### src/rtl/dmem_pkg.sv
// Shared constants and types for the data-memory arbiter.
package dmem_pkg;

  localparam int LP_DATA_WIDTH = 32;
  localparam int LP_ADDR_WIDTH = 8;

  // Byte-enable encoding understood by the data memory.
  localparam logic [1:0] LP_BE_BYTE = 2'b00;
  localparam logic [1:0] LP_BE_HALF = 2'b01;
  localparam logic [1:0] LP_BE_WORD = 2'b10;
  localparam logic [1:0] LP_BE_NOP  = 2'b11;

  // Arbiter FSM states.
  typedef enum logic [1:0] {
    ST_ARB  = 2'd0,
    ST_OWN0 = 2'd1,
    ST_OWN1 = 2'd2
  } arb_state_e;

  localparam logic [1:0] LP_ST_ARB  = 2'd0;
  localparam logic [1:0] LP_ST_OWN0 = 2'd1;
  localparam logic [1:0] LP_ST_OWN1 = 2'd2;

  // One accepted request as held in the S1 stage.
  typedef struct packed {
    logic                     wen;
    logic [1:0]               be;
    logic [LP_ADDR_WIDTH-1:0] addr;
    logic [LP_DATA_WIDTH-1:0] wdata;
    logic                     owner;
  } dmem_req_t;

  // Owner id to response strobe bit.
  function automatic logic [1:0] owner_onehot(input logic owner);
    return owner ? 2'b10 : 2'b01;
  endfunction

endpackage

### src/rtl/dmem_arbiter_if.sv
// Request/response and memory-side bus of the data-memory arbiter.
// slave = arbiter side, master = requesters plus memory read path.
interface dmem_arbiter_if #(
  parameter int DW = 32,
  parameter int AW = 8
);
  logic [1:0]          ireq_valid;
  logic [1:0]          oreq_ready;
  logic [1:0]          ireq_wen;
  logic [1:0]          ireq_lock;
  logic [1:0][1:0]     ireq_be;
  logic [1:0][AW-1:0]  ireq_addr;
  logic [1:0][DW-1:0]  ireq_wdata;
  logic [1:0]          orsp_valid;
  logic [DW-1:0]       orsp_rdata;
  logic [AW-1:0]       omem_addr;
  logic                omem_wen;
  logic [1:0]          omem_be;
  logic [DW-1:0]       omem_wdata;
  logic [DW-1:0]       imem_rdata;

  modport slave (
    input  ireq_valid, ireq_wen, ireq_lock, ireq_be, ireq_addr, ireq_wdata, imem_rdata,
    output oreq_ready, orsp_valid, orsp_rdata, omem_addr, omem_wen, omem_be, omem_wdata
  );

  modport master (
    output ireq_valid, ireq_wen, ireq_lock, ireq_be, ireq_addr, ireq_wdata, imem_rdata,
    input  oreq_ready, orsp_valid, orsp_rdata, omem_addr, omem_wen, omem_be, omem_wdata
  );
endinterface

### src/rtl/dmem_rr_pick.sv
// Combinational two-way round-robin picker: a lone requester wins,
// a contest goes to the requester that was not granted last.
module dmem_rr_pick (
  input  logic [1:0] valid,
  input  logic       last_grant,
  output logic [1:0] grant
);

  // One-hot grant from current valids and the last winner.
  always_comb begin
    grant = 2'b00;
    case (valid)
      2'b01:   grant = 2'b01;
      2'b10:   grant = 2'b10;
      2'b11:   grant = last_grant ? 2'b01 : 2'b10;
      default: grant = 2'b00;
    endcase
  end

endmodule

### src/rtl/dmem_arbiter.sv
// Two-requester arbiter/sequencer in front of the single-port data memory.
// Accept at T, memory access from S1 at T+1, response at T+2.
// Optional macro DMEM_ARB_PERF_EN adds saturating accept/stall counters.
module dmem_arbiter
  import dmem_pkg::*;
#(
  parameter int MP_DATA_WIDTH = LP_DATA_WIDTH,
  parameter int MP_ADDR_WIDTH = LP_ADDR_WIDTH,
  parameter int MP_MAX_LOCK   = 16,
  parameter int MP_LOCK_CNT_W = 5
) (
  input  logic           iclk,
  input  logic           irst,
  dmem_arbiter_if.slave  bus
`ifdef DMEM_ARB_PERF_EN
  ,
  output logic [31:0]    ocnt_acc0,
  output logic [31:0]    ocnt_acc1,
  output logic [31:0]    ocnt_stall
`endif
);

  logic [1:0]               state_r, state_next;
  logic                     last_grant_r, last_grant_next;
  logic [MP_LOCK_CNT_W-1:0] lock_cnt_r, lock_cnt_next, cnt_inc;
  logic                     own_id;
  logic [1:0]               pick, ready, accept;
  logic                     any_acc, acc_id;
  dmem_req_t                s1_r;
  logic                     s1_valid_r;
  logic [1:0]               rsp_valid_r;
  logic [MP_DATA_WIDTH-1:0] rsp_rdata_r;

  dmem_rr_pick u_pick (
    .valid      (bus.ireq_valid),
    .last_grant (last_grant_r),
    .grant      (pick)
  );

  // Readiness: round-robin in ARB, only the lock holder while owned, none in reset.
  always_comb begin
    ready = 2'b00;
    if (irst) begin
      ready = 2'b00;
    end else begin
      case (state_r)
        LP_ST_ARB:  ready = pick;
        LP_ST_OWN0: ready = {1'b0, bus.ireq_valid[0]};
        LP_ST_OWN1: ready = {bus.ireq_valid[1], 1'b0};
        default:    ready = 2'b00;
      endcase
    end
  end

  assign bus.oreq_ready = ready;
  assign accept         = ready & bus.ireq_valid;
  assign any_acc        = |accept;
  assign acc_id         = accept[1];

  // Lock FSM and pointer update. After a forced release the pointer already
  // names the lock holder, so a contest hands the next grant to the other side.
  always_comb begin
    state_next      = state_r;
    lock_cnt_next   = lock_cnt_r;
    last_grant_next = last_grant_r;
    own_id          = (state_r == LP_ST_OWN1);
    cnt_inc         = lock_cnt_r + {{(MP_LOCK_CNT_W-1){1'b0}}, 1'b1};
    if (any_acc) begin
      last_grant_next = acc_id;
    end else begin
      last_grant_next = last_grant_r;
    end
    case (state_r)
      LP_ST_ARB: begin
        if (any_acc && bus.ireq_lock[acc_id] && (MP_MAX_LOCK > 1)) begin
          state_next    = acc_id ? LP_ST_OWN1 : LP_ST_OWN0;
          lock_cnt_next = {{(MP_LOCK_CNT_W-1){1'b0}}, 1'b1};
        end else begin
          state_next    = LP_ST_ARB;
          lock_cnt_next = '0;
        end
      end
      LP_ST_OWN0, LP_ST_OWN1: begin
        if (accept[own_id]) begin
          if (!bus.ireq_lock[own_id] || (cnt_inc >= MP_LOCK_CNT_W'(MP_MAX_LOCK))) begin
            state_next    = LP_ST_ARB;
            lock_cnt_next = '0;
          end else begin
            lock_cnt_next = cnt_inc;
          end
        end else if (!bus.ireq_valid[own_id] && !bus.ireq_lock[own_id]) begin
          state_next    = LP_ST_ARB;
          lock_cnt_next = '0;
        end else begin
          state_next    = state_r;
        end
      end
      default: begin
        state_next    = LP_ST_ARB;
        lock_cnt_next = '0;
      end
    endcase
  end

  // Arbitration state registers.
  always_ff @(posedge iclk) begin
    if (irst) begin
      state_r      <= LP_ST_ARB;
      last_grant_r <= 1'b0;
      lock_cnt_r   <= '0;
    end else begin
      state_r      <= state_next;
      last_grant_r <= last_grant_next;
      lock_cnt_r   <= lock_cnt_next;
    end
  end

  // S1 request stage: capture the accepted request with its owner.
  always_ff @(posedge iclk) begin
    if (irst) begin
      s1_valid_r <= 1'b0;
      s1_r       <= '0;
    end else if (any_acc) begin
      s1_valid_r  <= 1'b1;
      s1_r.wen    <= bus.ireq_wen[acc_id];
      s1_r.be     <= bus.ireq_be[acc_id];
      s1_r.addr   <= bus.ireq_addr[acc_id];
      s1_r.wdata  <= bus.ireq_wdata[acc_id];
      s1_r.owner  <= acc_id;
    end else begin
      s1_valid_r <= 1'b0;
    end
  end

  // be=11 and misaligned halves pass through untouched; the memory handles them.
  assign bus.omem_addr  = MP_ADDR_WIDTH'(s1_r.addr);
  assign bus.omem_be    = s1_r.be;
  assign bus.omem_wdata = MP_DATA_WIDTH'(s1_r.wdata);
  assign bus.omem_wen   = s1_valid_r & s1_r.wen & ~irst;

  // Response stage: strobe the owner and return the word read during S1.
  always_ff @(posedge iclk) begin
    if (irst) begin
      rsp_valid_r <= 2'b00;
      rsp_rdata_r <= '0;
    end else begin
      rsp_valid_r <= s1_valid_r ? owner_onehot(s1_r.owner) : 2'b00;
      if (s1_valid_r) begin
        rsp_rdata_r <= bus.imem_rdata;
      end
    end
  end

  assign bus.orsp_valid = rsp_valid_r;
  assign bus.orsp_rdata = rsp_rdata_r;

`ifdef DMEM_ARB_PERF_EN
  logic stall_s;
  assign stall_s = |(bus.ireq_valid & ~ready);

  // Saturating accept and stall counters.
  always_ff @(posedge iclk) begin
    if (irst) begin
      ocnt_acc0  <= 32'd0;
      ocnt_acc1  <= 32'd0;
      ocnt_stall <= 32'd0;
    end else begin
      if (accept[0] && (ocnt_acc0 != 32'hFFFF_FFFF)) ocnt_acc0 <= ocnt_acc0 + 32'd1;
      if (accept[1] && (ocnt_acc1 != 32'hFFFF_FFFF)) ocnt_acc1 <= ocnt_acc1 + 32'd1;
      if (stall_s && (ocnt_stall != 32'hFFFF_FFFF)) ocnt_stall <= ocnt_stall + 32'd1;
    end
  end
`endif

endmodule

### src/flat_wrapper.sv
// flat-port wrapper written by rule: the top's interface ports become plain ports
module dmem_arbiter_flat import dmem_pkg::*;
#(
  parameter int MP_DATA_WIDTH = LP_DATA_WIDTH,
  parameter int MP_ADDR_WIDTH = LP_ADDR_WIDTH,
  parameter int MP_MAX_LOCK   = 16,
  parameter int MP_LOCK_CNT_W = 5
)
  (iclk, irst, bus_ireq_valid, bus_ireq_wen, bus_ireq_lock, bus_ireq_be, bus_ireq_addr, bus_ireq_wdata, bus_imem_rdata, bus_oreq_ready, bus_orsp_valid, bus_orsp_rdata, bus_omem_addr, bus_omem_wen, bus_omem_be, bus_omem_wdata);
  dmem_arbiter_if #(.DW(32), .AW(8)) bus_i ();
  input  logic iclk;
  input  logic irst;
  input wire logic [$bits(bus_i.ireq_valid)-1:0] bus_ireq_valid;
  input wire logic [$bits(bus_i.ireq_wen)-1:0] bus_ireq_wen;
  input wire logic [$bits(bus_i.ireq_lock)-1:0] bus_ireq_lock;
  input wire logic [$bits(bus_i.ireq_be)-1:0] bus_ireq_be;
  input wire logic [$bits(bus_i.ireq_addr)-1:0] bus_ireq_addr;
  input wire logic [$bits(bus_i.ireq_wdata)-1:0] bus_ireq_wdata;
  input wire logic [$bits(bus_i.imem_rdata)-1:0] bus_imem_rdata;
  output wire logic [$bits(bus_i.oreq_ready)-1:0] bus_oreq_ready;
  output wire logic [$bits(bus_i.orsp_valid)-1:0] bus_orsp_valid;
  output wire logic [$bits(bus_i.orsp_rdata)-1:0] bus_orsp_rdata;
  output wire logic [$bits(bus_i.omem_addr)-1:0] bus_omem_addr;
  output wire logic [$bits(bus_i.omem_wen)-1:0] bus_omem_wen;
  output wire logic [$bits(bus_i.omem_be)-1:0] bus_omem_be;
  output wire logic [$bits(bus_i.omem_wdata)-1:0] bus_omem_wdata;
  assign bus_i.ireq_valid = bus_ireq_valid;
  assign bus_i.ireq_wen = bus_ireq_wen;
  assign bus_i.ireq_lock = bus_ireq_lock;
  assign bus_i.ireq_be = bus_ireq_be;
  assign bus_i.ireq_addr = bus_ireq_addr;
  assign bus_i.ireq_wdata = bus_ireq_wdata;
  assign bus_i.imem_rdata = bus_imem_rdata;
  assign bus_oreq_ready = bus_i.oreq_ready;
  assign bus_orsp_valid = bus_i.orsp_valid;
  assign bus_orsp_rdata = bus_i.orsp_rdata;
  assign bus_omem_addr = bus_i.omem_addr;
  assign bus_omem_wen = bus_i.omem_wen;
  assign bus_omem_be = bus_i.omem_be;
  assign bus_omem_wdata = bus_i.omem_wdata;
  dmem_arbiter #(.MP_DATA_WIDTH(MP_DATA_WIDTH), .MP_ADDR_WIDTH(MP_ADDR_WIDTH), .MP_MAX_LOCK(MP_MAX_LOCK), .MP_LOCK_CNT_W(MP_LOCK_CNT_W)) u_core (.iclk(iclk), .irst(irst), .bus(bus_i));
endmodule
### config.mk
export PLATFORM = sky130hd
export DESIGN_NAME = dmem_arbiter_flat
export DESIGN_NICKNAME = d
export VERILOG_FILES = /design/src/rtl/dmem_pkg.sv /design/src/rtl/dmem_arbiter_if.sv /design/src/rtl/dmem_rr_pick.sv /design/src/rtl/dmem_arbiter.sv /design/src/flat_wrapper.sv
export SDC_FILE = /design/constraint.sdc
export NUM_CORES = 1
export LEC_CHECK = 0
export ABC_AREA = 1
export CAP_MARGIN = 20
export CORE_MARGIN = 5
export CORE_UTILIZATION = 30
export DETAILED_ROUTE_END_ITERATION = 10
export GPL_TIMING_DRIVEN = 1
export PLACE_DENSITY = 0.77
export SLEW_MARGIN = 30
export SYNTH_ARGS = -nofsm -noshare
export SYNTH_HDL_FRONTEND = slang
export SYNTH_SLANG_ARGS = --single-unit
### constraint.sdc
create_clock -name iclk -period 1.7 [get_ports iclk]
set_clock_uncertainty 0.15 [all_clocks]
set_input_delay 0.34 -clock iclk [delete_from_list [all_inputs] [get_ports iclk]]
set_output_delay 0.34 -clock iclk [all_outputs]
set_load 0.02 [all_outputs]
==> results.md, run 1 <==
- The DRC violation total after the first TritonRoute iteration is roughly 160.
- For this run, the slowest stage of the critical path takes ~360 ps.
- The leakage power total is between 2 and 3 nW.
- In the final timing run, aggregate negative setup slack is -6758 ps.
- The total global routing overflow is 0.
- The critical path ends at bus_oreq_ready[1].
- The worst setup slack for register-to-register paths is -180 ps.
- The die covers between 15000 and 20000 um2.
- Of all nets on the critical path, the largest fanout is 3.
- Synthesis instantiated 25 different standard cells from the library.
- The starting density of the core is 0.3080.
- The residual antenna-violating net count after detailed routing is 0.
- The portion of synthesized cell area occupied by the leading cell type is 0.4412.
- The final max-slew violation count is 0.
- Synthesis inferred 86 register bits.
- The number of synthesized flops with an enable pin is 0.
- The floorplan step set the die width to 124.1 um.
- The synthesized instance count is between 500 and 600.
- The deepest clock path buffer count is 2.
- The H-tree generated during clock tree synthesis spans 3 levels.
- The routed design has between 10000 and 15000 um of wire.
- The maximum number of pins on one net before global-route repair is 77.
- The setup path with the least slack is of type reg -> out.
- After synthesis, the cell types taking the most area are dfxtp_1 44%, o21ai_0 13%, buf_4 9.4%, nand2_1 7.2%, nor2_1 6.6%.
- The worst register-to-register path has a depth of 14.
- The number of global-route vias before repair came to between 3000 and 4000.
- The CTS buffer count is 9.
- Clock-pin slew was measured on the worst setup and hold paths at around 60 ps.
- The remaining routing DRC violations is 0.
- The first global-routing pass estimated 19530 um of wire.
- The final design instance area without fill is 6435 um2.
- In the final layout, flip-flops and latches occupy around 1700 um2.
- In the global route stage, overall resource usage came out at 0.1638.
- The time the final worst path needs with I/O delays and setup is 1948 ps.
- The net switching share of the total power is 0.3213.
- The worst vdd rail ir drop is approximately 0.53 mV.
- The total placed instance area is between 5000 and 6000 um2.
- The total area inside the core boundary comes to about 13000 um2.
- At the end of the flow, the number of nets in the layout was 829.
- Power spread over the standard cell area amounts to ~1000 nW/um2.
- The number of buffers inserted for hold repair after clock tree synthesis is 0.
- The clock net in this run drives a total of 86 sinks.
- The arrival time of data at the critical path endpoint is 1460 ps.
- The initial antenna violation count came to 0.
- Of the cells placed in the final design, the portion with a size suffix greater than 1 is 0.1390.
- Setup repair after global routing could not meet its margin everywhere.
- Traced cell by cell, the critical path runs through ha_4, inv_2, nand2_4, buf_6, nor2_4, nand2_4, clkinv_4, buf_6.
- The share of the clock period used by the worst path is 1.146.
- The critical path's slowest cell is dfxtp_4.
- The startpoint of the most critical register-to-register path is u_core.state_r[0]$_SDFFE_PP0P_.
- The share of total power dissipated in sequential elements is 0.372.
- The area growth from synthesis to layout is 64.89%.
- In this run the worst hold path is classified as reg -> reg.
- For this design the total switching power over the nets is between 2 and 2.5 mW.
- In the routed layout, each cell is associated on average with a via count of 4.568.
- Dividing the detail-routed wire length by the instance count gives approximately 15 um.
- The number of nets in the synthesized netlist is 649.
- Each instance of the synthesized netlist takes up on average around 7.5 um2.
- The cell area after technology mapping is 3902 um2.
- The number of max-cap violations is 0.
- The total via count after detailed routing is around 4000.
- The global placement routability congestion is ~0.79.
- The endpoint of the worst register-to-register path is u_core.state_r[0]$_SDFFE_PP0P_.
- The estimated wirelength of the detail-placed design is 9132 um.
- The proportion of power drawn by the clock network is 0.299.
- For this run, the leading register cell type out of synthesis is dfxtp_1.
- The kind of start point of the critical path is a register.
- The share of async-settable or async-resettable flops after synthesis is 0.
- The first-pass detailed-route iteration total is 4.
- Clock latency on the worst-skew pair, taken at its later pin, is 340 ps.
- The total setup violations reported at the end of the flow is between 50 and 60.
- Counting instances, the worst hold path has a depth of 2.
- The combined area of the multi-input logic cells is around 1700 um2.
- For this run, the top clock speed supported by timing is slightly above 0.5 GHz.
- The total internal power is 4.404 mW.
- The flow ran to the end, but the final reports show violations.
- The number of inserted filler cells in the final layout is between 1000 and 1500.
- The library cell with the largest summed area after synthesis is dfxtp_1.
- The Yosys step of the flow raised 0 warnings.
- Setup slack on the critical path of the routed design comes to -248.2 ps.
- The die is between 100 and 150 um tall.
- For this design the top-level I/O count stands at 203.
- The checks that failed: negative setup slack.
- 0 antenna diodes ended up in the layout.
- The tree is rooted in a clkbuf_16.
- The count of input and output buffers is between 200 and 250.
- Of the total power, combinational logic draws 0.329.
- The worst pin sits at a relative slew slack of 0.5045.
- The beginning of the critical path is u_core.state_r[1]$_SDFFE_PP0P_.
- Of the synthesized area, sequential elements account for 0.4412.
- TritonCTS built the clock tree.
- The type of destination of the critical path is a primary output.
- The number of hold violations in the final report is 0.
- At the worst endpoint, the required time is between 1000 and 1500 ps.
- For the pin with the worst max-slew slack, the measured transition is between 700 and 800 ps.
- The number of placement rows is between 40 and 50.
-- how the worst min path moves through the flow --
stage | slack (ps) | to | from
global route | 370 | u_core.bus.orsp_rdata[14]$_SDFFE_PP0P_ | u_core.bus.orsp_rdata[14]$_SDFFE_PP0P_
global placement | 300 | u_core.lock_cnt_r[4]$_SDFFE_PP0P_ | u_core.lock_cnt_r[4]$_SDFFE_PP0P_
floorplan | 280 | u_core.bus.orsp_valid[0]$_SDFF_PP0_ | u_core.last_grant_r$_SDFFE_PP0P_
CTS | 320 | u_core.lock_cnt_r[4]$_SDFFE_PP0P_ | u_core.lock_cnt_r[4]$_SDFFE_PP0P_
detailed placement | 310 | u_core.lock_cnt_r[4]$_SDFFE_PP0P_ | u_core.lock_cnt_r[4]$_SDFFE_PP0P_
finish | 340 | u_core.bus.orsp_rdata[27]$_SDFFE_PP0P_ | u_core.bus.orsp_rdata[27]$_SDFFE_PP0P_
-- cell usage after synthesis, types with 2 or more instances --
library cell	count
xor2_1	2
nand4_1	2
o21ai_1	17
nand3_1	7
dfxtp_1	86
o21ai_0	102
nor2_4	2
buf_2	7
nand2_1	75
clkbuf_1	15
buf_4	49
nor2_1	69
nand2_4	4
ha_1	5
inv_1	18
buf_6	2
a21oi_1	50
-- power groups by stage --
stage / Combinational [mW] / Clock [mW] / Sequential [mW]
2_1_floorplan: 1.03 / 0 / 2.58
3_3_place_gp: 2.08 / 0 / 2.45
3_5_place_dp: 2.09 / 0 / 2.46
4_1_cts: 2.01 / 2.02 / 2.41
5_1_grt: 2.32 / 2.11 / 2.45
6_report: 2.13 / 1.94 / 2.41
-- stage by stage --
step | setup WS [ps] | power (mW) | instances | hold slack, ps | util
final | -248.2 | 6.489 | 877 | 339.3 | 0.5079
after global routing | -308.3 | 6.874 | 877 | 367.8 | 0.5079
after CTS | -281.4 | 6.442 | 872 | 323.2 | 0.4950
after detailed placement | -591.7 | 4.547 | 852 | 312.6 | 0.4699
after global placement | -599.2 | 4.526 | 852 | 299.8 | 0.4699
after floorplan | 14.66 | 3.611 | 520 | 276.0 | -
-- flip-flops by register name, summed over array words and instances, names as in the netlist --
signal	count
u_core.s1_valid_r	1
u_core.state_r	2
u_core.bus.orsp_valid	2
u_core.bus.omem_addr	8
u_core.last_grant_r	1
u_core.lock_cnt_r	5
u_core.bus.omem_wdata	32
u_core.bus.orsp_rdata	32
u_core.s1_r	1
u_core.bus.omem_be	2
-- layer usage --
metal	vias to the layer above	share of wire	wire length (um)	global-route usage
met3	13	0.11	1477	0.08356
met1	1823	0.38	5120	0.1811
met4	0	0.013	172	0.04586
met2	147	0.49	6600	0.2767
met5	-	0	0	0
li1	2023	-	-	-
-- cell usage in the layout, fill, tap and decap left out, types with 3 or more instances in the layout --
| master | count |
|---|---|
| clkinv_2 | 3 |
| nand3_1 | 5 |
| nand2_4 | 6 |
| o21ai_0 | 89 |
| dlygate4sd2_1 | 77 |
| inv_1 | 10 |
| buf_6 | 7 |
| ha_4 | 3 |
| buf_12 | 5 |
| clkdlybuf4s50_1 | 122 |
| clkbuf_16 | 11 |
| a21oi_1 | 49 |
| nor2_1 | 68 |
| buf_4 | 26 |
| o21ai_1 | 30 |
| nand2_1 | 66 |
| dfxtp_1 | 84 |
| nand2_2 | 7 |
| inv_2 | 6 |
-- repair_timing --
action                     4_1_cts  5_1_grt
gates cloned                     1        3
setup endpoints to repair      134       55
gates resized for setup        112       39
pin swaps                        5        4
buffers inserted                 3        2
-- critical path: cells and delay by family, from the launching register on --
kind	cells	cell delay [ps]
flip-flops	1	360
buffers and inverters	4	350
AND/OR/NAND/NOR	3	260
adder cells (fa/ha/maj)	1	160
-- area by class of cell --
| cell class | count | area share |
|---|---|---|
| Clock inverter | 6 | 0.009528 |
| Sequential cell | 86 | 0.2687 |
| Tap cell | 172 | 0.03344 |
| Multi-Input combinational cell | 340 | 0.2685 |
| Inverter | 20 | 0.01400 |
| Clock buffer | 10 | 0.03558 |
| Timing Repair Buffer | 243 | 0.3702 |
-- logic make-up after synthesis --
logic type      count (synthesis)  share of synthesized area
buf+inv                        94                     0.1452
fa+ha+maj                       5                    0.01603
simple gates                  163                     0.1741
flops                          86                     0.4412
xor+xnor                        2                   0.004489
compound gates                170                     0.2190
No activity file was read; power rests on OpenSTA's default activity.
==> run 2: changes to the inputs <==
--- a/config.mk
+++ b/config.mk
@@ -11,7 +11,7 @@
 export CORE_UTILIZATION = 30
 export DETAILED_ROUTE_END_ITERATION = 10
 export GPL_TIMING_DRIVEN = 1
-export PLACE_DENSITY = 0.77
+export PLACE_DENSITY_LB_ADDON = 0.1
 export SLEW_MARGIN = 30
 export SYNTH_ARGS = -nofsm -noshare
 export SYNTH_HDL_FRONTEND = slang
==> results.md, run 2 (synthesis results as in run 1) <==
- The kind of start point of the critical path is a register.
- Setup repair after global routing could not meet its margin everywhere.
- The DRC violation total after the first TritonRoute iteration was 180 (+11%).
- The power per standard cell area is 1014 nW/um2 (+0.52%).
- The total setup violations reported at the end of the flow is 51 (unchanged).
- The wire length per cell came to 15.99 um (+4.8%).
- The total via count after detailed routing is 4075 (+1.7%).
- The time the final worst path needs with I/O delays and setup is 1942 ps (-6.521 ps).
- The number of nets in the layout is 836 (+0.84%).
- The die outline width was 124.1 um (unchanged).
- The overall power consumption is 6.706 mW (+3.4%).
- The number of max-cap violations was 0 (unchanged).
- The starting density of the core is 0.3080 (unchanged).
- The number of levels the H-tree was split into was 3 (unchanged).
- The post-layout worst setup margin is -241.7 ps (+6.521 ps).
- The number of hold violations in the final report is 0 (unchanged).
- The total global routing track utilization is 0.1799 (+0.01609).
- The worst hold path belongs to the class reg -> reg.
- TritonCTS built the clock tree.
- The global placement routability congestion is 0.7908 (-0.52%).
- The final reports fail on negative setup slack.
- The number of global-route vias before repair came to 4029 (+3.2%).
- The type of destination of the critical path is a primary output.
- The count of pins on the block boundary is 203 (unchanged).
- The maximum number of pins on one net before global-route repair came to 77 (unchanged).
- The worst vdd rail ir drop is 0.6187 mV (+18%).
- The root buffer cell is clkbuf_16.
- The worst setup slack for register-to-register paths is -200 ps (-20 ps).
- The arrival time of data at the critical path endpoint is 1450 ps (about the same).
- The area growth from synthesis to layout is 69.54%.
- The maximum fanout along the worst path is 3 (unchanged).
- The clock net sink count is 86 (unchanged).
- The CTS buffer count is 9 (unchanged).
- The kind of critical path is reg -> out.
- The count of input and output buffers is 202 (unchanged).
- The first-pass detailed-route iteration total came to 4 (unchanged).
- The most common cell after layout, fill and taps aside is clkdlybuf4s50_1.
- The standard cell core area is 12670 um2 (unchanged).
- The highest attainable clock frequency is 0.5150 GHz (+0.34%).
- The first-pass GRT wire length came to 21370 um (+9.4%).
- The remaining routing DRC violations is 0 (unchanged).
- The via density per instance is 4.610 (+0.92%).
- The run finished, with violations left.
- The overall die area came to 15390 um2 (unchanged).
- The later-pin clock latency in the skew report is 350 ps (about the same).
- The total negative setup slack was -7630 ps (-871.5 ps).
- The total wirelength of the detailed-routed design is 14130 um (+5.7%).
- The number of cell instances on the worst register-to-register path was 12 (-2).
- The count of antenna diodes in the layout came to 0 (unchanged).
- The residual antenna-violating net count after detailed routing is 0 (unchanged).
- The share of the clock period used by the worst path came to 1.142 (-0.003836).
- The estimated wirelength of the detail-placed design is 9485 um (+3.9%).
- The chip height is 124.1 um (unchanged).
- The required time of the worst setup path is 1210 ps (about the same).
- The transition time of the tightest slew-check pin is 718.3 ps (-24.97 ps).
- The total global routing overflow came to 0 (unchanged).
- The clock-pin transition on the worst setup and hold timing paths is 70 ps (about the same).
- The number of buffers inserted for hold repair after clock tree synthesis is 0 (unchanged).
- In the layout the commonest cells are 122 x clkdlybuf4s50_1, 92 x o21ai_0, 84 x dfxtp_1.
- The tightest slew margin relative to the limit is 0.5211 (+0.01665).
- The final max-slew violation count is 0 (unchanged).
- The initial antenna violation count is 0 (unchanged).
- The fraction of final layout cells sized beyond drive strength 1 is 0.1545 (+0.01549).
- The deepest clock path buffer count is 2 (unchanged).
- The hold path depth came to 2 (unchanged).
- The number of placement rows was 41 (unchanged).
- The leakage power total is 2.972 nW (+3.6%).
==> run 2: cell types whose count changed in the layout (fill, tap and decap cells not counted), moves of 2 or more <==
cell,previous run,this run
o21ai_0,89,92
buf_4,26,30
nand2_4,6,9
nand2_2,7,4
buf_6,7,5
clkinv_2,3,1
a21oi_1,49,47
o21ai_1,30,26
a21oi_2,2,4
buf_12,5,8
==> run 2: cell type report <==
class	count	area, um2
Tap cell	172	215.2
Sequential cell	86	1729
Fill cell	1212	6055
Inverter	20	100.1
Clock buffer	9	225.2
Multi-Input combinational cell	340	1768
Timing Repair Buffer	250	2497
Clock inverter	7	81.33
==> run 2: repair_timing <==
item	in CTS	in global routing
endpoints found under the setup margin	147	54
pin swaps	10	9
gates cloned	2	2
resized for setup	135	32
buffers inserted	6	6
==> run 2: layer usage <==
metal  vias to the layer above  routed length, um  GRT usage
met5                         -                  0          0
met1                      1868               5815     0.2122
met3                        19               1262    0.07902
met2                       133               6868     0.2973
met4                         0                185    0.05065
li1                       2055                  -          -
==> run 2: power by group <==
group | switching, mW | total [mW] | internal (mW) | leakage (nW)
Clock | 0.907 | 2.07 | 1.16 | 0.152
Combinational | 1.18 | 2.22 | 1.05 | 2.11
Sequential | 0.125 | 2.41 | 2.29 | 0.711
==> run 2: path summary, 6_finish.rpt <==
path                                           from                                     end
hold reg to reg   u_core.lock_cnt_r[4]$_SDFFE_PP0P_       u_core.lock_cnt_r[4]$_SDFFE_PP0P_
setup reg to reg     u_core.state_r[0]$_SDFFE_PP0P_  u_core.bus.omem_wdata[21]$_SDFFE_PP0P_
setup / recovery     u_core.state_r[0]$_SDFFE_PP0P_                       bus_oreq_ready[1]
hold / removal    u_core.lock_cnt_r[4]$_SDFFE_PP0P_       u_core.lock_cnt_r[4]$_SDFFE_PP0P_
==> run 2: critical path: stages (launching register included) <==
cell and delay, ps:
dfxtp_4 370, ha_4 160, inv_2 50, nand2_4 50, buf_6 120, nor2_4 100
nand2_4 90, clkinv_8 60, buf_8 100
==> run 2: stage by stage <==
| step | hold slack (ps) | cell area [um2] | setup WS [ps] | utilization | cells |
|---|---|---|---|---|---|
| 6_report | 330.2 | 6616 | -241.7 | 0.5222 | 884 |
| 5_1_grt | 358.8 | 6616 | -305.9 | 0.5222 | 884 |
| 4_1_cts | 313.5 | 6439 | -266.7 | 0.5081 | 876 |
| 3_5_place_dp | 303.5 | 5954 | -615.1 | 0.4699 | 852 |
| 3_3_place_gp | 297.0 | 5954 | -602.1 | 0.4699 | 852 |
| 2_1_floorplan | 276.0 | 3902 | 14.66 | - | 520 |
